**config.mk**
```make
export PLATFORM = sky130hd
export DESIGN_NAME = niosii_system_sysid_ext
export DESIGN_NICKNAME = d
export VERILOG_FILES = /design/src/rtl/niosii_system_sysid_ext.sv
export SDC_FILE = /design/constraint.sdc
export NUM_CORES = 1
export LEC_CHECK = 0
export BUFFER_PORTS_ARGS = -buffer_cell sky130_fd_sc_hd__buf_2
export CAP_MARGIN = 5
export CORE_ASPECT_RATIO = 1.75
export CORE_MARGIN = 4
export CORE_UTILIZATION = 40
export DETAILED_ROUTE_END_ITERATION = 6
export PLACE_DENSITY = 0.67
export RECOVER_POWER = 50
export SLEW_MARGIN = 25
export SYNTH_ARGS = -nofsm -noshare
export SYNTH_HDL_FRONTEND = slang
export SYNTH_SLANG_ARGS = --single-unit
```
**constraint.sdc**
```tcl
create_clock -name clock -period 3.4 [get_ports clock]
set_clock_uncertainty 0.2 [all_clocks]
set_input_delay 0.51 -clock clock [delete_from_list [all_inputs] [get_ports clock]]
set_output_delay 0.51 -clock clock [all_outputs]
set_load 0.05 [all_outputs]
```
**src/rtl/niosii_system_sysid_ext.sv**
```systemverilog
// System-ID slave with scratch register and coherent uptime counter.
// Avalon-MM, one-cycle registered reads, always ready.
module niosii_system_sysid_ext #(
  parameter logic [31:0] ID_VALUE     = 32'h5899_8DEB,
  parameter logic [31:0] TIMESTAMP    = 32'h0000_0000,
  parameter int          COUNT_WIDTH  = 64,
  parameter logic [31:0] SCRATCH_INIT = 32'h0000_0000
) (
  input  logic        clock,
  input  logic        reset_n,
  input  logic [2:0]  address,
  input  logic        read,
  input  logic        write,
  input  logic [31:0] writedata,
  input  logic [3:0]  byteenable,
  output logic [31:0] readdata,
  output logic        readdatavalid
);

  localparam int HW = COUNT_WIDTH - 32;

  logic [COUNT_WIDTH-1:0] cnt_q, cnt_d;
  logic [HW-1:0]          hi_q, hi_d;
  logic [31:0]            scratch_q, scratch_d;
  logic                   freeze_q, freeze_d;
  logic                   wrap_q, wrap_d;
  logic [31:0]            rdata_q, rdata_d;
  logic                   rvalid_q, rvalid_d;

  logic wr_en, clr, wr_lo, wr_hi;

  always_comb begin
    wr_en = write & ~read;
    clr   = wr_en && address == 3'd5 && writedata[0];
    wr_lo = wr_en && address == 3'd3;
    wr_hi = wr_en && address == 3'd4;

    cnt_d     = cnt_q;
    hi_d      = hi_q;
    scratch_d = scratch_q;
    freeze_d  = freeze_q;
    wrap_d    = wrap_q;
    rdata_d   = rdata_q;
    rvalid_d  = read;

    if (read) begin
      unique case (address)
        3'd0: rdata_d = ID_VALUE;
        3'd1: rdata_d = TIMESTAMP;
        3'd2: rdata_d = scratch_q;
        3'd3: begin
          rdata_d = cnt_q[31:0];
          hi_d    = cnt_q[COUNT_WIDTH-1:32];
        end
        3'd4: rdata_d = 32'(hi_q);
        3'd5: rdata_d = {30'd0, freeze_q, 1'b0};
        3'd6: rdata_d = {31'd0, wrap_q};
        default: rdata_d = 32'd0;
      endcase
    end

    if (wr_en) begin
      unique case (address)
        3'd2: begin
          for (int b = 0; b < 4; b++)
            if (byteenable[b])
              scratch_d[8*b +: 8] = writedata[8*b +: 8];
        end
        3'd4: hi_d = writedata[HW-1:0];
        3'd5: freeze_d = writedata[1];
        3'd6: if (writedata[0]) wrap_d = 1'b0;
        default: ;
      endcase
    end

    // A wrap in the same cycle as a W1C keeps the flag set.
    if (clr)
      cnt_d = '0;
    else if (wr_lo)
      cnt_d[31:0] = writedata;
    else if (wr_hi)
      cnt_d[COUNT_WIDTH-1:32] = writedata[HW-1:0];
    else if (!freeze_q) begin
      cnt_d = cnt_q + COUNT_WIDTH'(1);
      if (&cnt_q) wrap_d = 1'b1;
    end
  end

  always_ff @(posedge clock or negedge reset_n) begin
    if (!reset_n) begin
      cnt_q     <= '0;
      hi_q      <= '0;
      scratch_q <= SCRATCH_INIT;
      freeze_q  <= 1'b0;
      wrap_q    <= 1'b0;
      rdata_q   <= 32'd0;
      rvalid_q  <= 1'b0;
    end else begin
      cnt_q     <= cnt_d;
      hi_q      <= hi_d;
      scratch_q <= scratch_d;
      freeze_q  <= freeze_d;
      wrap_q    <= wrap_d;
      rdata_q   <= rdata_d;
      rvalid_q  <= rvalid_d;
    end
  end

  assign readdata      = rdata_q;
  assign readdatavalid = rvalid_q;

endmodule

```
==> run summary <==
mapped cell area -> 0.00894 mm^2
cell area after layout -> 0.0104 mm^2
FFs w/ async S/R, synth -> 100%
final core utilization -> 47.1%
final setup fails -> 0
share of layout cells above drive strength 1 -> 17.6%
CTS tree -> done
syn avg cell area -> 8.88 um^2
IO Pins -> 76
FF+latch count, synth -> 163
Critical Path RT -> 3550 ps
total gr overflow -> 0
Diodes inserted -> 0
R2R setup slack -> 330 ps
Post-synth EDFFs -> 0
final hold vios -> 0
Crit Path Max Fanout -> 8
fin nets -> 1,133
Chip Width -> 121 um
vias in the first global route -> 8,523
H-tree Lvls -> 4
global-route wire length before repair -> 48.8 mm
CP peak stage delay -> 530 ps
Hold Path Class -> input port to flop
Vias -> 8,344
routed vias/inst -> 5.97
Max Cap Viol -> 1
Rows -> 72
Total Routing Usage GR -> 26.0%
fmax -> 326 MHz
Max rail drop VDD -> 355 uV
Setup crit end kind -> flop
CP most frequent cell -> or3_1
CTS Sinks -> 163
status -> complete, but fails checks
placed insts -> 1,365
CP delay by family, top -> simple AND/OR/NAND/NOR gates
die height -> 206 um
Syn Inst Count -> 1,007
Worst Path Buf+Inv -> 0
setup tns final -> 0 ps
antenna viol nets, final -> 0
IO Port Bufs -> 75
pin count of the biggest net entering global routing -> 60
antenna violations before repair -> 0
clk buf depth -> 2
setup bufs post-CTS -> 0
routability cong. -> 1.05
Initial Util -> 40.5%
RSZ-0062 raised after global routing -> false
Pre-antenna DRT Iters -> 5
Worst Path Arrival -> 3220 ps
Hold Buf Count CTS -> 1
fillers -> 2,147
wire per inst -> 22.6 um
Residual DRC -> 0
fin. max-slew vios -> 59
Worst Tran Pin Value -> 1690 ps
sequential area share after synthesis -> 45.6%
Tmin final -> 3070 ps
final hold slack -> 159 ps
syn_nets -> 1,051
clock-pin transition on the worst setup and hold timing paths -> 70 ps
placeable core area -> 0.0221 mm^2
Syn. warnings -> 0
Initial DRC Count -> 781
CP max-delay cell -> nor3_4
failing checks -> max-capacitance violations, max-slew violations
critical path cell sequence -> ha_1 -> nand3_1 -> nor3_4 -> nand4_1 -> or3_1 -> or3_1 -> o211ai_1
area of placed instances -> 0.00984 mm^2
fin cells -> 1,397
Synth cell types -> 70
total routed wirelength -> 31.5 mm
Worst Setup Path Type -> flop to flop
synth-to-layout area growth -> 16.3%
Static Leakage -> 4.62 nW
Worst slew margin -> -12.6%
total CTS buffers -> 17
total die area -> 0.0249 mm^2
startpoint class of the critical path -> flop
post_cts resized -> 0
DP HPWL -> 22.9 mm
Root Buffer -> clkbuf_16
fin crit share -> 90.3%
Cell Pwr Density -> 604 mW/mm^2
Synth Flop Type -> dfrtp_1
clock latency on the worst-skew pair -> 430 ps
-- placed cells by master (no fill, tap or decap), types with 11 or more instances in the layout --
cell       Yosys  routed
a21oi_1      133     133
clkbuf_1      52      21
mux2_2        34      34
buf_2          5      55
o21ai_0       79      79
inv_1         54      54
clkbuf_16      0      17
buf_4          2      47
dfrtp_1      163     163
nor3_1        12      12
o311ai_0      11      11
mux2i_1       46      46
nor2_1        73      73
nand4_1       16      16
o22ai_1       32      32
and3_1        12      12
o211ai_1      11      11
nand3_1       42      42
nand2_1      111     110
-- Yosys cell counts, types with 3 or more instances --
library cell / count / area (um^2)
a31oi_1: 9 / 56.3
nand2_1: 111 / 417
mux2_2: 34 / 383
buf_2: 5 / 25.0
o211a_1: 3 / 30.0
a21oi_1: 133 / 666
nor2_1: 73 / 274
xnor2_1: 4 / 35.0
or4_1: 4 / 30.0
o22ai_1: 32 / 200
inv_1: 54 / 203
and2_1: 4 / 25.0
and3_1: 12 / 75.1
mux2i_1: 46 / 460
a21o_1: 3 / 22.5
nand3_1: 42 / 210
nor4_1: 5 / 31.3
buf_1: 3 / 11.3
nor2b_1: 5 / 31.3
dfrtp_1: 163 / 4080
o311ai_0: 11 / 96.3
or3_1: 6 / 37.5
o211ai_1: 11 / 82.6
a41oi_1: 5 / 43.8
nand4_1: 16 / 100
and4_1: 7 / 61.3
o31ai_1: 7 / 52.6
nor3_1: 12 / 60.1
and4_2: 3 / 30.0
clkbuf_1: 52 / 195
o21ai_0: 79 / 395
a21boi_0: 3 / 22.5
-- kinds of logic after synthesis --
family                   after synthesis  share of synthesized area [%]
AND/OR/NAND/NOR                      320                           18.0
multiplexers                          80                           9.43
adder cells (fa/ha/maj)                1                          0.140
AO/OA/AOI/OAI                        317                           20.7
flip-flops                           163                           45.6
XOR/XNOR                               6                          0.588
buffers and inverters                120                           5.50
-- power breakdown --
part / switching, mW / internal, mW / leakage [nW]
clock network: 0.827 / 1.12 / 0.268
registers: 0.462 / 2.38 / 2.11
logic: 0.944 / 0.553 / 2.24
-- per-layer routing --
metal	vias up	wire length [um]	global-route usage [%]
li1	3821	-	-
met1	4065	11500	28.7
met2	349	16200	45.2
met3	109	1570	3.85
met4	0	2310	18.7
met5	-	0	0
-- path summary, 6_finish.rpt --
kind                               startpoint       endpoint  depth (start not counted)
worst max-delay path                 cnt_q[0]      cnt_q[48]                          7
worst min-delay path            writedata[21]  scratch_q[21]                          2
worst max register to register       cnt_q[0]      cnt_q[48]                          7
worst min register to register  scratch_q[21]  scratch_q[21]                          1
max in group asynchronous             reset_n   readdata[26]                          3
min in group asynchronous             reset_n  readdatavalid                          2
-- flip-flops by register name (all words and copies together) (netlist names) --
register and count:
hi_q 32, readdata 32, cnt_q 64, readdatavalid 1, scratch_q 32, freeze_q 1
wrap_q 1
-- through the flow --
stage | setup WS (ps) | power, mW
4_1_cts | 348 | 6.30
3_3_place_gp | 412 | 4.30
2_1_floorplan | 910 | 3.75
6_report | 331 | 6.28
3_5_place_dp | 354 | 4.35
5_1_grt | 233 | 6.61
-- cell type report --
type                            instances  area [um^2]  area share [%]
Clock inverter                         11          130            1.25
Sequential cell                       163         4080            39.2
Inverter                               55          206            1.99
Tap cell                              296          370            3.56
Multi-Input combinational cell        724         4390            42.2
Timing Repair Buffer                  128          768            7.39
Clock buffer                           20          457            4.39
-- worst reg2reg max path: stages, from the launching register on --
cell      delay (ps)
dfrtp_1          460
ha_1             260
nand3_1          230
nor3_4           530
nand4_1          420
or3_1            490
or3_1            320
o211ai_1          90
Power figures use the tool's default switching activity.
